### src/rtl/sdnet_mtpsa_pkg.sv
// Shared constants for the SDNet-to-SUME egress tuple re-attach block.
// Tuple layout is {digest, metadata}; metadata field offsets follow the SUME tuser map.
package sdnet_mtpsa_pkg;

  localparam int META_WIDTH   = 40;
  localparam int DIGEST_WIDTH = 256;
  localparam int TUPLE_WIDTH  = DIGEST_WIDTH + META_WIDTH;

  localparam logic [0:0] ST_SOP  = 1'b0;
  localparam logic [0:0] ST_BODY = 1'b1;

  localparam int PKT_LEN_LSB  = 0;
  localparam int PKT_LEN_MSB  = 15;
  localparam int SRC_PORT_LSB = 16;
  localparam int SRC_PORT_MSB = 23;
  localparam int DST_PORT_LSB = 24;
  localparam int DST_PORT_MSB = 31;
  localparam int SEND_DIG_LSB = 32;
  localparam int SEND_DIG_MSB = 39;

endpackage

### src/rtl/tuple_fifo.sv
// Synchronous tuple FIFO; write at N is visible at head at N+1, no bypass.
// Push while full is dropped unless a pop happens in the same cycle.
module tuple_fifo #(
  parameter int WIDTH = 296,
  parameter int DEPTH = 4
) (
  input  logic             clk,
  input  logic             rst,
  input  logic             push,
  input  logic             pop,
  input  logic [WIDTH-1:0] din,
  output logic [WIDTH-1:0] head,
  output logic             full,
  output logic             empty
);

  localparam int AW = $clog2(DEPTH);

  logic [WIDTH-1:0] mem [DEPTH];
  logic [AW:0]      wr_ptr;
  logic [AW:0]      rd_ptr;
  logic             do_push;
  logic             do_pop;

  // Extra pointer bit separates full (MSBs differ) from empty (pointers equal).
  assign empty   = (wr_ptr == rd_ptr);
  assign full    = (wr_ptr[AW] != rd_ptr[AW]) && (wr_ptr[AW-1:0] == rd_ptr[AW-1:0]);
  assign do_pop  = pop & ~empty;
  assign do_push = push & (~full | do_pop);
  assign head    = mem[rd_ptr[AW-1:0]];

  always_ff @(posedge clk) begin
    if (rst) begin
      wr_ptr <= '0;
      rd_ptr <= '0;
    end else begin
      if (do_push) wr_ptr <= wr_ptr + (AW+1)'(1);
      if (do_pop)  rd_ptr <= rd_ptr + (AW+1)'(1);
    end
  end

  always_ff @(posedge clk) begin
    if (do_push) mem[wr_ptr[AW-1:0]] <= din;
  end

endmodule

### src/rtl/sdnet_to_mtpsa.sv
// Re-attaches buffered SDNet tuples to the first beat of each egress packet; zero-latency data pass-through.
// Backpressure: first beat stalls (tvalid/tready low) until its tuple is queued; otherwise tready follows m_axis_tready.
module sdnet_to_mtpsa #(
  parameter int C_AXIS_DATA_WIDTH    = 256,
  parameter int META_WIDTH           = 40,
  parameter int DIGEST_WIDTH         = 256,
  parameter int C_M_AXIS_TUSER_WIDTH = 296,
  parameter int TUPLE_FIFO_DEPTH     = 4
) (
  input  logic                              axis_aclk,
  input  logic                              axis_rst,
  input  logic [C_AXIS_DATA_WIDTH-1:0]      s_axis_tdata,
  input  logic [C_AXIS_DATA_WIDTH/8-1:0]    s_axis_tkeep,
  input  logic                              s_axis_tvalid,
  output logic                              s_axis_tready,
  input  logic                              s_axis_tlast,
  input  logic                              meta_tuple_VALID,
  input  logic [META_WIDTH-1:0]             meta_tuple_DATA,
  input  logic                              digest_tuple_VALID,
  input  logic [DIGEST_WIDTH-1:0]           digest_tuple_DATA,
  output logic [C_AXIS_DATA_WIDTH-1:0]      m_axis_tdata,
  output logic [C_AXIS_DATA_WIDTH/8-1:0]    m_axis_tkeep,
  output logic [C_M_AXIS_TUSER_WIDTH-1:0]   m_axis_tuser,
  output logic                              m_axis_tvalid,
  input  logic                              m_axis_tready,
  output logic                              m_axis_tlast,
  output logic [31:0]                       pkt_cnt,
  output logic [15:0]                       tuple_ovf_cnt,
  output logic                              tuple_ovf,
  output logic                              valid_mismatch
);
  import sdnet_mtpsa_pkg::*;

  localparam int TUPLE_W = DIGEST_WIDTH + META_WIDTH;

  logic [0:0]         state;
  logic               in_sop;
  logic               s_hs;
  logic               tuple_pop;
  logic               tuple_drop;
  logic               fifo_full;
  logic               fifo_empty;
  logic [TUPLE_W-1:0] fifo_head;

  tuple_fifo #(
    .WIDTH (TUPLE_W),
    .DEPTH (TUPLE_FIFO_DEPTH)
  ) u_tuple_fifo (
    .clk   (axis_aclk),
    .rst   (axis_rst),
    .push  (meta_tuple_VALID),
    .pop   (tuple_pop),
    .din   ({digest_tuple_DATA, meta_tuple_DATA}),
    .head  (fifo_head),
    .full  (fifo_full),
    .empty (fifo_empty)
  );

  assign in_sop = (state == ST_SOP);

  // Empty-FIFO gating only applies at SOP, so a raised tvalid can never be withdrawn.
  assign s_axis_tready = in_sop ? (m_axis_tready & ~fifo_empty) : m_axis_tready;
  assign m_axis_tvalid = in_sop ? (s_axis_tvalid & ~fifo_empty) : s_axis_tvalid;
  assign m_axis_tuser  = in_sop ? C_M_AXIS_TUSER_WIDTH'(fifo_head) : '0;
  assign m_axis_tdata  = s_axis_tdata;
  assign m_axis_tkeep  = s_axis_tkeep;
  assign m_axis_tlast  = s_axis_tlast;

  assign s_hs       = s_axis_tvalid & s_axis_tready;
  assign tuple_pop  = in_sop & s_hs;
  assign tuple_drop = meta_tuple_VALID & fifo_full & ~tuple_pop;

  always_ff @(posedge axis_aclk) begin
    if (axis_rst) begin
      state          <= ST_SOP;
      pkt_cnt        <= '0;
      tuple_ovf_cnt  <= '0;
      tuple_ovf      <= 1'b0;
      valid_mismatch <= 1'b0;
    end else begin
      if (s_hs) begin
        if (s_axis_tlast) begin
          state   <= ST_SOP;
          pkt_cnt <= pkt_cnt + 32'd1;
        end else begin
          state   <= ST_BODY;
        end
      end
      if (tuple_drop) begin
        tuple_ovf <= 1'b1;
        if (tuple_ovf_cnt != 16'hFFFF) tuple_ovf_cnt <= tuple_ovf_cnt + 16'd1;
      end
      if (meta_tuple_VALID != digest_tuple_VALID) valid_mismatch <= 1'b1;
    end
  end

endmodule

### config.mk
export PLATFORM = sky130hd
export DESIGN_NAME = sdnet_to_mtpsa
export DESIGN_NICKNAME = d
export VERILOG_FILES = /design/src/rtl/sdnet_mtpsa_pkg.sv /design/src/rtl/tuple_fifo.sv /design/src/rtl/sdnet_to_mtpsa.sv
export SDC_FILE = /design/constraint.sdc
export NUM_CORES = 1
export LEC_CHECK = 0
export BUFFER_PORTS_ARGS = -buffer_cell sky130_fd_sc_hd__buf_2
export CAP_MARGIN = 10
export CELL_PAD_IN_SITES_DETAIL_PLACEMENT = 2
export CELL_PAD_IN_SITES_GLOBAL_PLACEMENT = 2
export CORE_AREA = 2 2 477 479
export DETAILED_ROUTE_END_ITERATION = 10
export DIE_AREA = 0 0 479 481
export PLACE_DENSITY_LB_ADDON = 0.1
export SYNTH_ARGS = -nofsm -noshare
export SYNTH_HDL_FRONTEND = slang
export SYNTH_SLANG_ARGS = --single-unit
### constraint.sdc
create_clock -name axis_aclk -period 28.1 [get_ports axis_aclk]
set_clock_uncertainty 0.05 [all_clocks]
set_input_delay 2.81 -clock axis_aclk [delete_from_list [all_inputs] [get_ports axis_aclk]]
set_output_delay 2.81 -clock axis_aclk [all_outputs]
set_load 0.05 [all_outputs]
* After elaboration in Yosys (flattened, before gate mapping)
Memories as Yosys holds them, arrays and structs flattened. A register that Yosys moved wholly into a read port is not among the register bits. Index checks and enable logic that the tools add are counted.
Storage, ports and cells: bits in writable memories 1184, bits in registers 57, word-level logic and storage cells 41, memories kept 1, output and inout bits 637
Memory list:
- u_tuple_fifo.mem | words 4, bits a word 296, rd ports 1, clocked after Yosys merged registers in 1, write ports 1, line tuple_fifo.sv:19 | logic [WIDTH-1:0] mem [DEPTH];
Cells by class: multiplexer cells 8, bitwise gates (word level) 13, eq/ne operators 5, $add $sub $neg 4, reduce and logical (&&, ||, !) cells 3
Operators by type and width (number):
- 2-to-1 mux 296 bit | 1
- adder 32 x 1 -> 32 bit (second input constant) | 1
- adder 16 x 1 -> 16 bit (second input constant) | 1
- inequality test 16 bit (second input constant) | 1
- bitwise AND 1 bit | 8
- adder 3 x 1 -> 3 bit (second input constant) | 2
- 2-to-1 mux 1 bit | 5
- 2-to-1 mux 2 bit | 2
- inverter 1 bit | 4
- AND reduction 2 bit | 2
- == test 3 bit | 1
- == test 2 bit | 1
- inequality test 1 bit | 2
- logical AND 1 bit | 1
- bitwise OR 1 bit | 1

* Depth between registers and ports, before layout
word-level depth 11, mapped depth 7, gate-level depth less buffers 6

* Hierarchy
From an unflattened synthesis, not the netlist that was laid out.
Second synthesis, totals: cell total of the unflattened synthesis 2527, area, all modules 50003.0 um2
Modules (own cells, without submodules):
- tuple_fifo | area an instance 43260.2 um2, cells each 1601, instances 1
- sdnet_to_mtpsa | area an instance 6742.7 um2, cells each 926, instances 1

* Worst setup path before layout
OpenSTA, ideal clock, no wires.
kind input -> register, start input port s_axis_tvalid, end memory u_tuple_fifo.mem[3][0] (enable), cell stages on the path 3, data arrival time 10.100 ns, buffers on the path 0, setup slack 17.253 ns, cell sequence nand3b_1 a41oi_1 and2_1
On the way: word-level cells in the longest chain between the ends 7
RTL lines:
- from (decl) | line sdnet_to_mtpsa.sv:14 | input logic s_axis_tvalid,
- bitwise AND 1 bit | line sdnet_to_mtpsa.sv:69 | assign s_hs = s_axis_tvalid & s_axis_tready;
- bitwise AND 1 bit | line sdnet_to_mtpsa.sv:70 | assign tuple_pop = in_sop & s_hs;
- bitwise AND 1 bit | line tuple_fifo.sv:28 | assign do_pop = pop & ~empty;
- bitwise OR 1 bit | line tuple_fifo.sv:29 | assign do_push = push & (~full | do_pop);
- bitwise AND 1 bit | line tuple_fifo.sv:29
- 2-to-1 mux 1 bit | line tuple_fifo.sv:43 | if (do_push) mem[wr_ptr[AW-1:0]] <= din;
- 2-to-1 mux 1 bit (implied by the code) | line tuple_fifo.sv:43
- to (decl) | line tuple_fifo.sv:19
No other way between the ends.

==> results.tsv <==
metric	value	unit
area of the multi-input gates	10200	um^2
Synthesis Warnings	0	
initial cell density of the core	22.0	%
PwrDens	80.3	nW/um^2
Met2 Wirelength	94.7	mm
Post-CTS Hold Buffers	0	
Critical Path Source Type	register	
post-DP HPWL	133	mm
Slew HR	16.3	%
Cell variety after synth	49	
Pwr Total	4.75	mW
H-tree levels	4	
wire length on met1	62.8	mm
Crit Path Max Fanout	50	
IO Pins	1228	
cell leakage power	19.3	nW
Max Clk Rate	0.127	GHz
async set or reset register ratio after synthesis	0	%
Routed Antenna Nets	0	
Clk pwr share	39.9	%
Synth Register Bits	1243	
post-synthesis area per instance	19.8	um^2
die span in y	481	um
CTS sink cnt	1243	
sequential cell area	36700	um^2
setup bufs post-CTS	0	
register area share after synthesis	74.1	%
DRT iter0 DRCs	1285	
Die Wd	479	um
Critical Path Most Common Cell	buf_4	
share of power burned in registers	45.2	%
DR top layer	met5	
clock slew at reported path FFs	60	ps
launching point of the worst reg2reg path	state	
Critical Path AT	5030	ps
Worst-Skew Late Latency	790	ps
pre-CTS WS	20300	ps
Core Rows	175	
Netlist Area Pre-Place	49600	um^2
drt pass-1 iters	6	
endpoint of the worst register-to-register path	u_tuple_fifo.mem[1][140]	
Req. time, crit path	25240	ps
critical path type	register to output pin	
P_int	3.41	mW
number of max-cap violations	0	
WL per Instance	31.7	um
Final Cycle Share	28.1	%
GRT overflow	0	
Worst Reg-to-Reg Cells	6	
Fillers	23400	
Final WS setup	20210	ps
Finished Core Util	26.2	%
Clock Tree Buf Depth	3	
initial antenna violation count	108	
Worst Hold Class	register to register	
vias in the first global route	28400	
RSZ-0062 raised after global routing	false	
Peak VDD IR	0.0565	mV
PostCTS Resize Cnt	0	
Final Hold Viols	0	
syn_nets	3100	
Routed WL	193	mm
switch share	28.2	%
CP Depth	6	
Syn Inst Count	2502	
Worst setup EP type	output pin	
Slew Viols, Final	0	
GP Congestion	0.740	
Psw	1.34	mW
routed wire length on met3	24.2	mm
Total Die Area	230000	um^2
# DRC	0	
Worst Setup EP	m_axis_tuser[66]	
minimum clock period	7890	ps
Comb pwr share	14.8	%
EDFF count, synth	1184	
critical path buffer and inverter count	4	
CTS tree	built	
Total GRT Usage	16.3	%
Vias	25400	
most common cell after layout, fill and taps aside	edfxtp_1	
total CTS buffers	156	
CTS Root Cell	clkbuf_16	
core area	226000	um^2
global-route wire length before repair	258	mm
largest net degree at the start of global routing	119	
Top delay family on crit path	buffers and inverters	
Critical Path Max Stage Delay	960	ps
most frequent cells in the layout	edfxtp_1, buf_2, and2_1	
R2R setup slack	23070	ps
CP max stage cell	dfxtp_4	
Hold Slack	444	ps
# setup viols final	0	
Syn-to-layout area delta	19.2	%
Primary FF master, synth	edfxtp_1	
TNS Setup	0	ps
Via-to-Cell Ratio	4.17	
IO Port Bufs	651	
layout cells sized above 1	39.0	%
status	finished, final reports clean	
Least-Margin Pin Slew	1260	ps
Cell Chain, Critical Path	buf_4 -> buf_4 -> buf_4 -> mux4_2 -> and2_1 -> buf_2	
final net count	3539	
## final cells by class
class	instances	area share, %
antenna	8	0.0339
clock buffer	196	6.97
clock inverter	87	1.15
inverter	5	0.0445
multi-input combinational	855	17.3
sequential	1243	62.2
tap	3009	6.37
timing repair buffer	680	6.03
## sequential cells by signal, summed over array words and instances (netlist names), named ones only
signal	count
pkt_cnt	32
state	1
tuple_ovf	1
tuple_ovf_cnt	16
u_tuple_fifo.mem	1184
u_tuple_fifo.rd_ptr	3
u_tuple_fifo.wr_ptr	3
valid_mismatch	1
## stage by stage
stage	cells	cell area, um^2
floorplan	2502	49600
global placement	5792	54300
detailed placement	5792	54300
CTS	6075	59100
global route	6079	59100
finish	6083	59100
## synthesized netlist by cell type, types with 7 or more instances
cell	instances	share of area, %
o21ai_0	10	0.10
xnor2_1	12	0.21
nand4_1	18	0.23
nand3_1	15	0.15
and4_1	7	0.12
buf_4	291	4.4
and2_1	307	3.9
ha_1	7	0.18
buf_2	32	0.32
xor2_1	21	0.37
edfxtp_1	1184	72
nor2_1	45	0.34
and3_1	15	0.19
dfxtp_1	59	2.4
or3_1	11	0.14
buf_1	9	0.068
nand2_1	21	0.16
a21oi_1	17	0.17
clkbuf_1	66	0.50
mux4_2	296	13
nor3_1	10	0.10
## power groups by stage
stage | logic (mW) | registers (mW) | clock network [mW]
floorplan | 0.586 | 2.20 | 0
global placement | 0.726 | 2.18 | 0
detailed placement | 0.729 | 2.19 | 0
CTS | 0.732 | 2.15 | 1.97
global route | 0.746 | 2.15 | 2.03
finish | 0.704 | 2.15 | 1.90
## worst min-delay path: cells and delay by family (launching register included)
kind	cells	cell delay, ps
flops	1	330
simple gates	2	120
## metal layers
metal | GRT usage, % | up-vias
li1 | - | 10500
met3 | 9.44 | 502
met4 | 7.79 | 72
met2 | 27.7 | 1154
met1 | 15.7 | 13200
met5 | 1.74 | -
## how the worst min path moves through the flow
stage / cells after the start / from / slack [ps] / end
detailed placement: 2 / tuple_ovf / 430 / tuple_ovf
finish: 2 / valid_mismatch / 440 / valid_mismatch
floorplan: 2 / u_tuple_fifo.rd_ptr[2] / 480 / u_tuple_fifo.rd_ptr[2]
global placement: 2 / tuple_ovf / 420 / tuple_ovf
global route: 2 / tuple_ovf / 480 / tuple_ovf
CTS: 2 / tuple_ovf / 450 / tuple_ovf
## cell families (layout without fill, tap and decap cells)
| family | Yosys count | after routing | share of synthesized area (%) |
|---|---|---|---|
| buf+inv | 404 | 968 | 5.36 |
| other cells | 0 | 8 | 0 |
| fa+ha+maj | 7 | 7 | 0.177 |
| flops | 1243 | 1243 | 74.1 |
| compound gates | 41 | 41 | 0.482 |
| xor+xnor | 34 | 34 | 0.616 |
| mux | 301 | 301 | 13.6 |
| simple gates | 472 | 472 | 5.72 |
Power figures use the tool's default switching activity.
